<file path="config.mk">
export PLATFORM = sky130hd
export DESIGN_NAME = mem_ctrl_ram
export DESIGN_NICKNAME = d
export VERILOG_FILES = /design/src/rtl/mem_ctrl_ram.sv
export SDC_FILE = /design/constraint.sdc
export NUM_CORES = 1
export LEC_CHECK = 0
export BUFFER_PORTS_ARGS = -buffer_cell sky130_fd_sc_hd__buf_2
export CAP_MARGIN = 20
export CORE_UTILIZATION = 35
export DETAILED_ROUTE_END_ITERATION = 12
export GPL_ROUTABILITY_DRIVEN = 1
export GPL_TIMING_DRIVEN = 0
export PLACE_DENSITY_LB_ADDON = 0.12
export SYNTH_ARGS = -nofsm -noshare
export SYNTH_HDL_FRONTEND = slang
export SYNTH_SLANG_ARGS = --single-unit
</file>
<file path="constraint.sdc">
create_clock -name clk -period 2.1 [get_ports clk]
set_input_delay 0.105 -clock clk [delete_from_list [all_inputs] [get_ports clk]]
set_output_delay 0.105 -clock clk [all_outputs]
set_load 0.05 [all_outputs]
</file>
<file path="src/rtl/mem_ctrl_ram.sv">
// mem_ctrl_ram: parametrised single-port synchronous RAM with a post-reset clear
// sequence, an IDLE ready flag, pipelined reads (latency 1 or 2) and error pulses.
module mem_ctrl_ram #(
  parameter int unsigned DATA_W   = 8,
  parameter int unsigned ADDR_W   = 4,
  parameter int unsigned DEPTH    = 16,
  parameter int unsigned READ_LAT = 1
) (
  input  logic              clk,
  input  logic              rst_n,
  input  logic              mem_read_ctrl,
  input  logic              mem_write_ctrl,
  input  logic [ADDR_W-1:0] mem_address,
  input  logic [DATA_W-1:0] mem_data_write,
  output logic              mem_ready,
  output logic [DATA_W-1:0] mem_data_read,
  output logic              mem_read_valid,
  output logic              mem_err,
  output logic              init_done
);

  typedef enum logic {ST_CLEAR, ST_IDLE} state_t;

  localparam logic [ADDR_W-1:0] LAST_ADDR = ADDR_W'(DEPTH - 1);
  localparam logic [ADDR_W:0]   DEPTH_LIM = (ADDR_W + 1)'(DEPTH);

  state_t            state;
  logic [ADDR_W-1:0] clr_cnt;
  logic [DATA_W-1:0] mem [DEPTH];

  logic              idle_c;
  logic              in_range_c;
  logic              rd_hit_c;
  logic              err_c;
  logic              we_c;
  logic [ADDR_W-1:0] we_addr_c;
  logic [DATA_W-1:0] we_data_c;
  logic [DATA_W-1:0] rd_data_c;
  logic              out_v_c;
  logic [DATA_W-1:0] out_d_c;

  // Request decode: clear writes take the port in CLEAR, requests only count in IDLE
  always_comb begin
    idle_c     = (state == ST_IDLE);
    in_range_c = ({1'b0, mem_address} < DEPTH_LIM);
    rd_hit_c   = idle_c & mem_read_ctrl & ~mem_write_ctrl;
    err_c      = idle_c & ((mem_read_ctrl & mem_write_ctrl) |
                           ((mem_read_ctrl | mem_write_ctrl) & ~in_range_c));
    we_c       = 1'b0;
    we_addr_c  = mem_address;
    we_data_c  = mem_data_write;
    rd_data_c  = '0;
    if (state == ST_CLEAR) begin
      we_c      = 1'b1;
      we_addr_c = clr_cnt;
      we_data_c = '0;
    end else if (mem_write_ctrl && in_range_c) begin
      we_c = 1'b1;
    end
    if (in_range_c) begin
      rd_data_c = mem[mem_address];
    end
  end

  // Storage array, deliberately without reset; contents come from the clear sequence
  always_ff @(posedge clk) begin
    if (we_c) begin
      mem[we_addr_c] <= we_data_c;
    end
  end

  // Optional extra read stage for READ_LAT == 2
  generate
    if (READ_LAT == 2) begin : g_lat2
      logic              p_v;
      logic [DATA_W-1:0] p_d;
      // Intermediate read stage, flushed by reset
      always_ff @(posedge clk or negedge rst_n) begin
        if (!rst_n) begin
          p_v <= 1'b0;
          p_d <= '0;
        end else begin
          p_v <= rd_hit_c;
          if (rd_hit_c) begin
            p_d <= rd_data_c;
          end
        end
      end
      assign out_v_c = p_v;
      assign out_d_c = p_d;
    end else begin : g_lat1
      assign out_v_c = rd_hit_c;
      assign out_d_c = rd_data_c;
    end
  endgenerate

  // Control FSM (CLEAR -> IDLE) with registered outputs
  always_ff @(posedge clk or negedge rst_n) begin
    if (!rst_n) begin
      state          <= ST_CLEAR;
      clr_cnt        <= '0;
      mem_ready      <= 1'b0;
      init_done      <= 1'b0;
      mem_read_valid <= 1'b0;
      mem_data_read  <= '0;
      mem_err        <= 1'b0;
    end else begin
      mem_read_valid <= out_v_c;
      mem_err        <= err_c;
      if (out_v_c) begin
        mem_data_read <= out_d_c;
      end
      case (state)
        ST_CLEAR: begin
          if (clr_cnt == LAST_ADDR) begin
            state     <= ST_IDLE;
            mem_ready <= 1'b1;
            init_done <= 1'b1;
          end else begin
            clr_cnt <= clr_cnt + ADDR_W'(1);
          end
        end
        default: begin
          state     <= ST_IDLE;
          mem_ready <= 1'b1;
        end
      endcase
    end
  end

endmodule

</file>
== Yosys cells after proc, flatten, opt, wreduce, memory -nomap -nowiden ==
Memory sizes are Yosys's and may differ from the RTL's. A register that Yosys moved wholly into a read port is not among the register bits.
Index checks and enable logic that the tools add are counted.

* Bitwise logic cells: 7
* Reductions and logical operators: 4
* Muxes and demuxes: 10
* Add/sub/neg operators: 1
* Equality and inequality tests: 1

{| class="wikitable"
|+ Operator list
! kind !! count
|-
| 2-to-1 mux 1 bit || 8
|-
| 2-to-1 mux 8 bit || 1
|-
| adder 4 x 1 -> 4 bit, second input constant || 1
|-
| bitwise AND 1 bit || 4
|-
| == test 4 bit, second input constant || 1
|-
| 2-to-1 mux 4 bit || 1
|-
| AND reduction 2 bit || 2
|-
| inverter 1 bit || 3
|-
| nonzero test 2 bit || 1
|-
| zero test 1 bit || 1
|}

* Output and inout port bits: 12
* Register bits: 9
* Memories: 1
* Logic and storage cells: 30
* Input bits: 16
* RAM bits: 128

{| class="wikitable"
|+ Memory list
! memory !! words !! bits a word !! read ports !! clocked after Yosys merged registers in !! wr ports !! line !! RTL
|-
| mem || 16 || 8 || 1 || 1 || 1 || 29 || <nowiki>logic [DATA_W-1:0] mem [DEPTH];</nowiki>
|}

== Logic depth before layout (Yosys ltp) ==
Gate-level depths: netlist (run 1).

* Depth in word-level cells: 4
* Depth in mapped cells: 7
* Gate-level depth less buffers: 5

== Worst setup path after synthesis (run 1) ==
Ideal clock, no wire load.

* Kind: register to register
* From: reg state (netlist: idle_c)
* To: mem mem[12][0] (enable)
* Data arrival time: 1.369 ns
* Data required time: 1.730 ns
* Library setup time: 0.370 ns
* Cell stages (with the launch flop): 5
* Slack: 0.361 ns
* Period minus slack after synthesis: 1.739 ns
* Buffers on the path: 2
* Cell sequence: dfrtp_1 buf_2 clkbuf_1 a41oi_1 nor2_1

* Cells in the longest elaborated chain, start to end: 3
* Elaborated cells on any way between the ends: 4
* Classes of those cells: mux (4)

{| class="wikitable"
|+ Ends and longest elaborated chain
! what !! line !! RTL
|-
| from (decl) || 27 || <nowiki>state_t state;</nowiki>
|-
| from (signal assigned) || 100 || <nowiki>state <= ST_CLEAR;</nowiki>
|-
| from (signal assigned) || 116 || <nowiki>state <= ST_IDLE;</nowiki>
|-
| from (signal assigned) || 124 || <nowiki>state <= ST_IDLE;</nowiki>
|-
| 2-to-1 mux 1 bit || 53 || <nowiki>if (state == ST_CLEAR) begin</nowiki>
|-
| 2-to-1 mux 1 bit || 67 || <nowiki>if (we_c) begin</nowiki>
|-
| 2-to-1 mux 1 bit (not written as such) || 68 || <nowiki>mem[we_addr_c] <= we_data_c;</nowiki>
|-
| to (decl) || 29 ||
|}

Several ways; a longest one is shown, not always the timed one.

== Final worst setup path (run 1) ==
* From: in mem_address[1]
* To: mem mem[9][6] (enable)

* Cells in the longest elaborated chain, start to end: 1

{| class="wikitable"
|+ Ends and longest elaborated chain
! what !! line !! RTL
|-
| from (decl) || 13 || <nowiki>input logic [ADDR_W-1:0] mem_address,</nowiki>
|-
| 2-to-1 mux 4 bit || 53 ||
|}

Every way passes these cells.

==> results of run 1 <==
## metrics by stage
stage | instance area (um2) | TNS [ns]
floorplan | 5746 | 0
global placement | 6141 | -60.44
detailed placement | 6141 | -62.12
CTS | 6797 | -15.54
global route | 6950 | 0
finish | 6950 | 0
## metal layers
metal  routed length [um]  vias up  track usage (%)
li1                     -     1332                -
met1                 5603     1531            21.76
met5                    0        -                0
met2                 6595       64            27.50
met3                  563       12            3.977
met4                  157        0            7.592
## final timing paths
path,to,cells past startpoint
setup / recovery,mem[9][6]$_DFFE_PP_,7
hold / removal,mem_read_valid$_DFF_PN0_,3
setup reg to reg,mem[13][0]$_DFFE_PP_,4
hold reg to reg,init_done$_DFFE_PN0P_,1
max in group asynchronous,mem_data_read[2]$_DFFE_PN0P_,2
min in group asynchronous,clr_cnt[2]$_DFFE_PN0P_,2
## sequential cells by signal, summed over array words and instances, names as in the netlist
name,flops
clr_cnt,4
mem_read_valid,1
mem_data_read,8
mem_err,1
mem,128
mem_ready,1
init_done,1
idle_c,1
## cells in the final DEF (no fill, tap or decap), drive strengths merged, types with 2 or more instances in the layout
master and count:
clkbuf 28, nor2b 5, mux4 29, nand2b 2, bufinv 2, a32oi 2, a31oi 5, buf 35
nand4 2, a22oi 5, nand3 6, mux2 9, nor2 26, mux2i 6, nand2 7, dfrtp 17
edfxtp 128, nor3 2, a21oi 2, and2 9, clkinv 8, o21ai 11, inv 4, dlygate4sd3 3
clkinvlp 2
## power groups by stage
stage          clock, mW  combinational [mW]  sequential, mW
2_1_floorplan          0               0.192            3.35
3_3_place_gp           0               0.423            3.26
3_5_place_dp           0               0.427            3.26
4_1_cts             3.00               0.438            3.20
5_1_grt             3.11               0.480            3.20
6_report            2.93               0.447            3.20
## logic make-up (layout without fill, tap and decap cells)
kind of cell / Yosys count / count (layout) / share of synthesized area (%)
fa+ha+maj: 1 / 1 / 0.2177
buf+inv: 21 / 82 / 1.807
compound gates: 31 / 31 / 3.485
mux: 44 / 44 / 14.57
xor+xnor: 2 / 2 / 0.3049
simple gates: 63 / 63 / 5.314
flops: 145 / 145 / 74.30
## layout make-up
class / count / area share, %
repair buffers: 29 / 2.520
flip-flops and latches: 145 / 61.42
inverters: 5 / 0.2700
clock buffers: 21 / 6.769
well taps: 216 / 3.888
clock inverters: 11 / 1.620
multi-input cells: 141 / 22.25
plain buffers: 16 / 1.260
## repair_timing
action / in CTS / in global routing
setup endpoints to repair: 128 / 132
hold endpoints to repair: 18 / 0
setup buffers: 0 / 1
hold buffers: 3 / 0
resized for setup: 15 / 30
pin swaps: 0 / 2
gates cloned: 0 / 0
## worst min-delay path: stages
cell,delay [ns]
buf_2,0.14
nand3b_1,0.14
inv_1,0.08
==> summary.md, run 1 <==
| Metric | Value |
|---|---|
| Fin nets | 372 |
| Routability Congestion | about 0.77 |
| Max clock buf depth | 2 |
| Core Util, Final | between 40 and 50% |
| Clock share of power | roughly 45% |
| Hold path start | mem_write_ctrl |
| GR Util All Layers | between 10% and 20% |
| Flops & latches, synth | 145 |
| # rows | 46 |
| # diodes | 0 |
| Syn_nets | between 300 and 400 |
| Post-Syn Instances | a little over 300 |
| Most frequent cell after synthesis | edfxtp_1 |
| Initial antenna violation count | 0 |
| Clock root cell | clkbuf_16 |
| Yosys top cell by area | edfxtp_1 |
| Crit-path max FO | 10 |
| Max Transition Viols Final | 0 |
| Number of buffers created by CTS | 17 |
| RR Startpoint | idle_c$_DFF_PN0_ |
| IO Pins | 28 |
| Slowest-stage cell, CP | a31oi_2 |
| Asr flop ratio synth | a little under an eighth |
| Leakage power | approximately 2.3 nW |
| Comb pwr share | under 10% |
| WP buf/inv | 5 |
| Flop pwr share | roughly half |
| Max incr delay on CP | roughly 0.52 ns |
| Core area | approximately 16,000 um2 |
| CTS tree | built |
| Final Critical Period | ~1.9 ns |
| Critical path type | in -> reg |
| Grt total ovfl | 0 |
| VDD IR max | 608.7 uV |
| Max-cap viol count | 0 |
| Leading cell types by count after synthesis | edfxtp_1 (128), nor2_1 (26), mux4_2 (23), dfrtp_1 (17) |
| Share of cells above drive strength 1 | between 30 and 40% |
| H-tree depth | 4 |
| Hold Vio Cnt, Final | 0 |
| Worst EP arrival | a little over 2 ns |
| Largest net degree at the start of global routing | 18 |
| Min-Delay Path Class | in -> reg |
| Clk Latency, worst-skew pair | 0.42 ns |
| Startpoint class of the critical path | input pin |
| Avg Inst Size Synth | ~19 um2 |
| Reg2reg setup slack | between 0.2 and 0.25 ns |
| Most used DFF post-synth | edfxtp_1 |
| Multi-input logic area | 1546 um2 |
| Final ANT Viol Nets | 0 |
| Pre-Repair DR Iteration Count | 5 |
| First-pass GRT wire length | ~19,000 um |
| Register Area | around 4300 um2 |
| Worst setup margin | ~0.20 ns |
| Post-Layout Cell Count | 584 |
| Initial Util | a little over a third |
| Crit-path most repeated cell | buf_2 |
| Worst path required time | about 2.2 ns |
| Share of the synthesized area in the top cell type | between 60% and 70% |
| Vias in the first global route | between 3,000 and 4,000 |
| Netlist cell types | 39 |
| RSZ-0062 raised after global routing | no |
| Buffers on Ports | 25 |
| Setup Skew | 0.008672 ns |
| EDFF count, synth | about 130 |
| Status | complete, no violations |
| Sw Share | 21.74% |
| Switching power | around 1.4 mW |
| WL/cell | between 20 and 25 um |
| Vias | slightly below 3,000 |
| Clock sinks | roughly 150 |
| Worst Tran Pin Value | approximately 0.66 ns |
| Min Hold Slack | 0.1150 ns |
| Worst Setup SP | mem_address[1] |
| Final setup fails | 0 |
| Placed cell count | between 500 and 600 |
| Critical path endpoint category | register |
| Fmax | about 0.53 GHz |
| Remaining DRCs | 0 |
| Synth area leaders | edfxtp_1 (67%), mux4_2 (9.0%), dfrtp_1 (7.4%) |
| Pint | 5.151 mW |
| PD cells | around 950 nW/um2 |
| Crit path cell chain | buf_2 > buf_2 > buf_2 > buf_4 > inv_1 > a31oi_2 > nor2_4 |
| Area grow syn2layout | 20.97% |
| Area of the mapped netlist | about 5700 um2 |
| Vias per cell | between 5 and 6 |
| Fillcell total | roughly 1,400 |
| Dpl hpwl | ~8300 um |
| Placement Setup Slack | -0.6394 ns |
| Iter 0 DRT Violations | around 170 |
| Max-slew headroom | a little under three fifths |
| Syn. warnings | 0 |
| DIE WIDTH | about 130 um |
| Power after layout | around 6.6 mW |
| Die area | 16,930 um2 |
| Tcrit/Tclk final | between 90% and 100% |
| Worst-path clk slew | ~0.05 ns |
| Sequential area share after synthesis | between 70% and 80% |
| Top delay family on crit path | buffers and inverters |
| Routed wire length | approximately 13,000 um |
| DIE HEIGHT | ~130 um |
No activity file was read; power rests on OpenSTA's default activity.
==> run 2: changes to the inputs <==
SKIP_CTS_REPAIR_TIMING = 1   (was not set)
clock period = 2 ns   (was 2.1 ns; I/O delays follow)
==> run 2 against run 1 <==
Effect of this change:
- wire length increased by 1.2%
- largest cell class unchanged
- clock skew decreased by 0.00082 ns
- critical path type is now reg -> reg
- highest routed layer unchanged
- total power increased by 5.1%
==> summary.md, run 2 (same netlist as run 1, synthesis figures left out) <==
| Metric | Value |
|---|---|
| Clock sinks | 145 (unchanged) |
| Fin nets | 375 (+0.81%) |
| # diodes | 0 (unchanged) |
| GR Util All Layers | 16.91% (-0.063 points) |
| Max Transition Viols Final | 0 (unchanged) |
| Sw Share | 21.76% (about the same) |
| Final setup fails | 0 (unchanged) |
| Iter 0 DRT Violations | 162 (-3.6%) |
| Max-cap viol count | 0 (unchanged) |
| Final TNS setup | 0 ns (unchanged) |
| Startpoint class of the critical path | register |
| Clock root cell | clkbuf_16 |
| Largest regs | mem: 128 flops, mem_data_read: 8 flops, clr_cnt: 4 flops |
| Number of buffers created by CTS | 17 (unchanged) |
| Largest net degree at the start of global routing | 18 (unchanged) |
| WL/cell | 22.28 um (+0.70%) |
| Vias | 2,940 (+0.034%) |
| Routed wire length | 13,080 um (+1.2%) |
| Status | complete, no violations |
| Fillcell total | 1,421 (-0.28%) |
| RSZ-0062 raised after global routing | yes |
| Area grow syn2layout | 22.17% |
| Placement Setup Slack | -0.7344 ns (-0.09500 ns) |
| Most frequent cells in the layout | edfxtp_1 (128), buf_2 (30), mux4_2 (23), clkbuf_16 (17), dfrtp_1 (17) |
| Share of cells above drive strength 1 | 34.50% (+0.81 points) |
| Setup Skew | 0.007852 ns (-0.0008200 ns) |
| Switching power | 1.505 mW (+5.2%) |
| Max-slew headroom | 57.12% (+0.81 points) |
| H-tree depth | 4 (unchanged) |
| DP Area | 6141 um2 (unchanged) |
| # rows | 46 (unchanged) |
| Clk Latency, worst-skew pair | 0.41 ns (about the same) |
| Min-Delay Path Class | in -> reg |
| Pre-Repair DR Iteration Count | 4 (-1) |
| Initial antenna violation count | 0 (unchanged) |
| Worst EP arrival | 2.16 ns (+0.14 ns) |
| DIE HEIGHT | 130.1 um (unchanged) |
| IO Pins | 28 (unchanged) |
| Vias in the first global route | 3,095 (-1.3%) |
| Dpl hpwl | 8336 um (unchanged) |
| Design Area, Final | 7019 um2 (+0.99%) |
| Worst path required time | 2.18 ns (-0.04 ns) |
| Worst-path clk slew | 0.06 ns (about the same) |
| Max clock buf depth | 2 (unchanged) |
| First-pass GRT wire length | 19,290 um (-0.71%) |
| PD cells | 985.4 nW/um2 (+4.1%) |
| Buffers on Ports | 25 (unchanged) |
| Min Hold Slack | 0.02801 ns (-0.08698 ns) |
| Fmax | 0.5042 GHz |
| Worst Tran Pin Value | 0.6432 ns (-0.01212 ns) |
| Pint | 5.412 mW (+5.1%) |
| Die area | 16,930 um2 (unchanged) |
| Worst setup margin | 0.01681 ns (-0.1829 ns) |
| DIE WIDTH | 130.1 um (unchanged) |
| Critical path type | reg -> reg |
| Tcrit/Tclk final | between 90% and 100% |
| Placed cell count | 548 (unchanged) |
| Final Critical Period | 1.983 ns |
| VDD IR max | 636.3 uV (+4.5%) |
| Max incr delay on CP | 0.51 ns (about the same) |
| Routability Congestion | 0.7697 (unchanged) |
| Top delay family on crit path | buffers and inverters |
| Power after layout | 6.917 mW (+5.1%) |
| Slowest-stage cell, CP | a32oi_2 |
| Leakage power | 2.302 nW (+1.1%) |
| Remaining DRCs | 0 (unchanged) |
| Crit-path max FO | 10 (unchanged) |
| Largest register FFs | 128 (unchanged) |
| Flop pwr share | 48.6% (about the same) |
| CTS tree | built |
| Top reg by flops | mem |
| Reg2reg setup slack | 0.02 ns (-0.20 ns) |
| Grt total ovfl | 0 (unchanged) |
| Core Util, Final | 44.03% (+0.43 points) |
| Commonest non-fill, non-tap cell in the layout | edfxtp_1 |
| Clock share of power | 44.5% (about the same) |
| Initial Util | 36.04% (unchanged) |
| Final ANT Viol Nets | 0 (unchanged) |
| Crit path cell chain | buf_2 > clkbuf_2 > nor2_1 > a32oi_2 > nor2_4 > buf_6 |
| Core area | 15,940 um2 (unchanged) |
| Critical path endpoint category | register |
| Vias per cell | 5.009 (-0.48%) |
| WP buf/inv | 3 (-2) |
| Post-Layout Cell Count | 587 (+0.51%) |
| Hold Vio Cnt, Final | 0 (unchanged) |
| Comb pwr share | 6.9% (about the same) |
run 2: changes by cell type in the layout (fill, tap and decap cells not counted):
cell / delta
a32oi_2: -1
a32oi_4: +1
a31oi_2: -1
dlygate4sd3_1: -1
buf_12: +2
buf_6: +1
buf_4: +1
a31oi_4: +1
run 2: power groups by stage:
stage	sequential [mW]	combinational (mW)	clock [mW]
after CTS	3.36	0.449	3.15
final	3.36	0.476	3.08
after global placement	3.42	0.444	0
after global routing	3.36	0.511	3.27
after floorplan	3.52	0.202	0
after detailed placement	3.43	0.449	0
run 2: layout make-up:
type	count	area [um2]	share of cell area, %
multi-input combinational	141	1567	22.32
inverter	5	18.77	0.2674
clock buffer	21	470.5	6.702
buffer	16	87.58	1.248
timing repair buffer	32	224.0	3.191
clock inverter	11	112.6	1.604
sequential	145	4269	60.82
tap	216	270.3	3.850
run 2: worst reg2reg max path, delay by kind of cell (launching register included):
family / cells / cell delay [ns]
buffers and inverters: 3 / 0.66
AO/OA/AOI/OAI: 1 / 0.51
flip-flops: 1 / 0.32
AND/OR/NAND/NOR: 2 / 0.25
run 2: final timing paths:
kind                                                 to  depth (start not counted)                   from
max                                 mem[2][0]$_DFFE_PP_                          6       idle_c$_DFF_PN0_
min                                   mem_err$_DFF_PN0_                          2         mem_write_ctrl
max reg2reg                         mem[2][0]$_DFFE_PP_                          6       idle_c$_DFF_PN0_
min reg2reg                       init_done$_DFFE_PN0P_                          1  init_done$_DFFE_PN0P_
max in group asynchronous  mem_data_read[2]$_DFFE_PN0P_                          2                  rst_n
min in group asynchronous        clr_cnt[2]$_DFFE_PN0P_                          2                  rst_n
run 2: per-layer routing:
layer | vias to the layer above | wire (um) | global-route usage [%] | share of wire [%]
li1 | 1336 | - | - | -
met1 | 1520 | 5686 | 21.54 | 43
met2 | 71 | 6638 | 27.72 | 51
met3 | 13 | 598 | 4.141 | 4.6
met4 | 0 | 153 | 6.908 | 1.2
met5 | - | 0 | 0 | 0
==> run 3: changes to the inputs <==
CTS_BUF_LIST = sky130_fd_sc_hd__clkbuf_8 sky130_fd_sc_hd__clkbuf_16   (was not set)
SLEW_MARGIN = 0   (was not set)
==> run 3 against run 2 <==
Effect of this change:
- sequential cell count stayed put
- maximum frequency stayed put
- cell area stayed put
- critical path type unchanged
- critical endpoint unchanged
- largest cell class unchanged
==> summary.md, run 3 (same netlist as run 1, synthesis figures left out) <==
| Metric | Value |
|---|---|
| Status | complete, no violations |
| WL/cell | 22.28 um (unchanged) |
| Worst Tran Pin Value | 0.6432 ns (unchanged) |
| Worst-path clk slew | 0.06 ns (about the same) |
| Largest regs | mem: 128 flops, mem_data_read: 8 flops, clr_cnt: 4 flops |
| Core area | 15,940 um2 (unchanged) |
| Initial Util | 36.04% (unchanged) |
| IO Pins | 28 (unchanged) |
| Crit-path max FO | 10 (unchanged) |
| Routability Congestion | 0.7697 (unchanged) |
| Worst setup margin | 0.01681 ns (unchanged) |
| GR Util All Layers | 16.91% (unchanged) |
| Reg2reg setup slack | 0.02 ns (about the same) |
| Worst path required time | 2.18 ns (about the same) |
| Vias per cell | 5.009 (unchanged) |
| Largest net degree at the start of global routing | 18 (unchanged) |
| Largest register FFs | 128 (unchanged) |
| Placement Setup Slack | -0.7344 ns (unchanged) |
| Hold Vio Cnt, Final | 0 (unchanged) |
| Critical path endpoint category | register |
| Clock root cell | clkbuf_16 |
| First-pass GRT wire length | 19,290 um (unchanged) |
| Worst Setup SP | idle_c$_DFF_PN0_ |
| Worst EP arrival | 2.16 ns (about the same) |
| Power after layout | 6.912 mW (about the same) |
| Max Transition Viols Final | 0 (unchanged) |
| Vias in the first global route | 3,095 (unchanged) |
| VDD IR max | 636.3 uV (about the same) |
| Share of cells above drive strength 1 | 34.50% (unchanged) |
| Most frequent cells in the layout | edfxtp_1 (128), buf_2 (30), mux4_2 (23), clkbuf_16 (17), dfrtp_1 (17) |
| Leakage power | 2.307 nW (+0.18%) |
| # diodes | 0 (unchanged) |
| CTS tree | built |
| DIE HEIGHT | 130.1 um (unchanged) |
| Max clock buf depth | 2 (unchanged) |
| PD cells | 984.7 nW/um2 (about the same) |
| Clock share of power | 44.5% (about the same) |
| Clk Latency, worst-skew pair | 0.41 ns (about the same) |
| Cells on worst reg2reg path | 6 (unchanged) |
| RSZ-0062 raised after global routing | yes |
| Tcrit/Tclk final | 99.16% (unchanged) |
| Area grow syn2layout | 22.17% (unchanged) |
| Pint | 5.407 mW (about the same) |
| Number of buffers created by CTS | 17 (unchanged) |
| Grt total ovfl | 0 (unchanged) |
| Switching power | 1.505 mW (about the same) |
| Hold path start | mem_write_ctrl |
| Max-slew headroom | 57.12% (unchanged) |
| Initial antenna violation count | 0 (unchanged) |
| DP Area | 6141 um2 (unchanged) |
| Commonest non-fill, non-tap cell in the layout | edfxtp_1 |
| H-tree depth | 4 (unchanged) |
| DIE WIDTH | 130.1 um (unchanged) |
| Vias | 2,940 (unchanged) |
| Comb pwr share | 6.9% (about the same) |
| # rows | 46 (unchanged) |
| Dpl hpwl | 8336 um (unchanged) |
| Max-cap viol count | 0 (unchanged) |
| Min-Delay Path Class | in -> reg |
| Critical path type | reg -> reg |
| Remaining DRCs | 0 (unchanged) |
| Flop pwr share | 48.6% (about the same) |
| Hold path cells | 2 (unchanged) |
| Routed wire length | 13,080 um (unchanged) |
| Iter 0 DRT Violations | 162 (unchanged) |
| Top reg by flops | mem |
| Startpoint class of the critical path | register |
| Fin nets | 375 (unchanged) |
| Sw Share | 21.78% (about the same) |
| Die area | 16,930 um2 (unchanged) |
| RR Startpoint | idle_c$_DFF_PN0_ |
| Final ANT Viol Nets | 0 (unchanged) |
| Pre-Repair DR Iteration Count | 4 (unchanged) |
| Fmax | 0.5042 GHz (unchanged) |
| Final Critical Period | 1.983 ns (unchanged) |
| Design Area, Final | 7019 um2 (unchanged) |
| Fillcell total | 1,421 (unchanged) |
| Buffers on Ports | 25 (unchanged) |
| Clock sinks | 145 (unchanged) |
| Final setup fails | 0 (unchanged) |
| Setup Skew | 0.008061 ns (+0.0002086 ns) |
[run 3: changes by cell type in the layout (fill, tap and decap cells not counted)]
cell,before,now
clkbuf_1,6,5
inv_1,4,5
[run 3: area by class of cell]
class                           instances  area (um2)  area share (%)
Inverter                                5       18.77          0.2674
Timing Repair Buffer                   32       224.0           3.191
Tap cell                              216       270.3           3.850
Clock inverter                         12       116.4           1.658
Clock buffer                           20       466.7           6.649
Multi-Input combinational cell        141        1567           22.32
Sequential cell                       145        4269           60.82
Buffer                                 16       87.58           1.248
[run 3: power by group through the flow]
| stage | Combinational (mW) | Clock [mW] | Sequential [mW] |
|---|---|---|---|
| floorplan | 0.202 | 0 | 3.52 |
| global placement | 0.444 | 0 | 3.42 |
| detailed placement | 0.449 | 0 | 3.43 |
| CTS | 0.449 | 3.14 | 3.36 |
| global route | 0.511 | 3.27 | 3.36 |
| finish | 0.476 | 3.07 | 3.36 |
[run 3: worst paths after layout]
check / endpoint
max reg2reg: mem[2][0]$_DFFE_PP_
max in group asynchronous: mem_data_read[2]$_DFFE_PN0P_
min reg2reg: init_done$_DFFE_PN0P_
min in group asynchronous: clr_cnt[2]$_DFFE_PN0P_
min: mem_err$_DFF_PN0_
max: mem[2][0]$_DFFE_PP_
[run 3: metrics by stage]
step | cells | hold WS, ns | util (%) | setup TNS (ns)
6_report | 587 | 0.02801 | 44.03 | 0
5_1_grt | 587 | 0.01856 | 44.03 | -0.7022
4_1_cts | 580 | -0.3771 | 42.18 | -48.29
3_5_place_dp | 548 | 0.07615 | 38.52 | -74.47
3_3_place_gp | 548 | 0.06414 | 38.52 | -72.80
2_1_floorplan | 307 | -0.1956 | - | 0
[run 3: worst max-delay path, cell delays in order (launching register included)]
cell and delay [ns]:
dfrtp_1 0.32, buf_2 0.19, clkbuf_2 0.28, nor2_1 0.09, a32oi_2 0.51, nor2_4 0.16, buf_6 0.18
[run 3: routing by layer]
layer | up-vias | global-route usage (%) | part of all wire [%]
met5 | - | 0 | 0
met4 | 0 | 6.908 | 1.2
met3 | 13 | 4.141 | 4.6
met2 | 71 | 27.72 | 51
met1 | 1520 | 21.54 | 43
li1 | 1336 | - | -
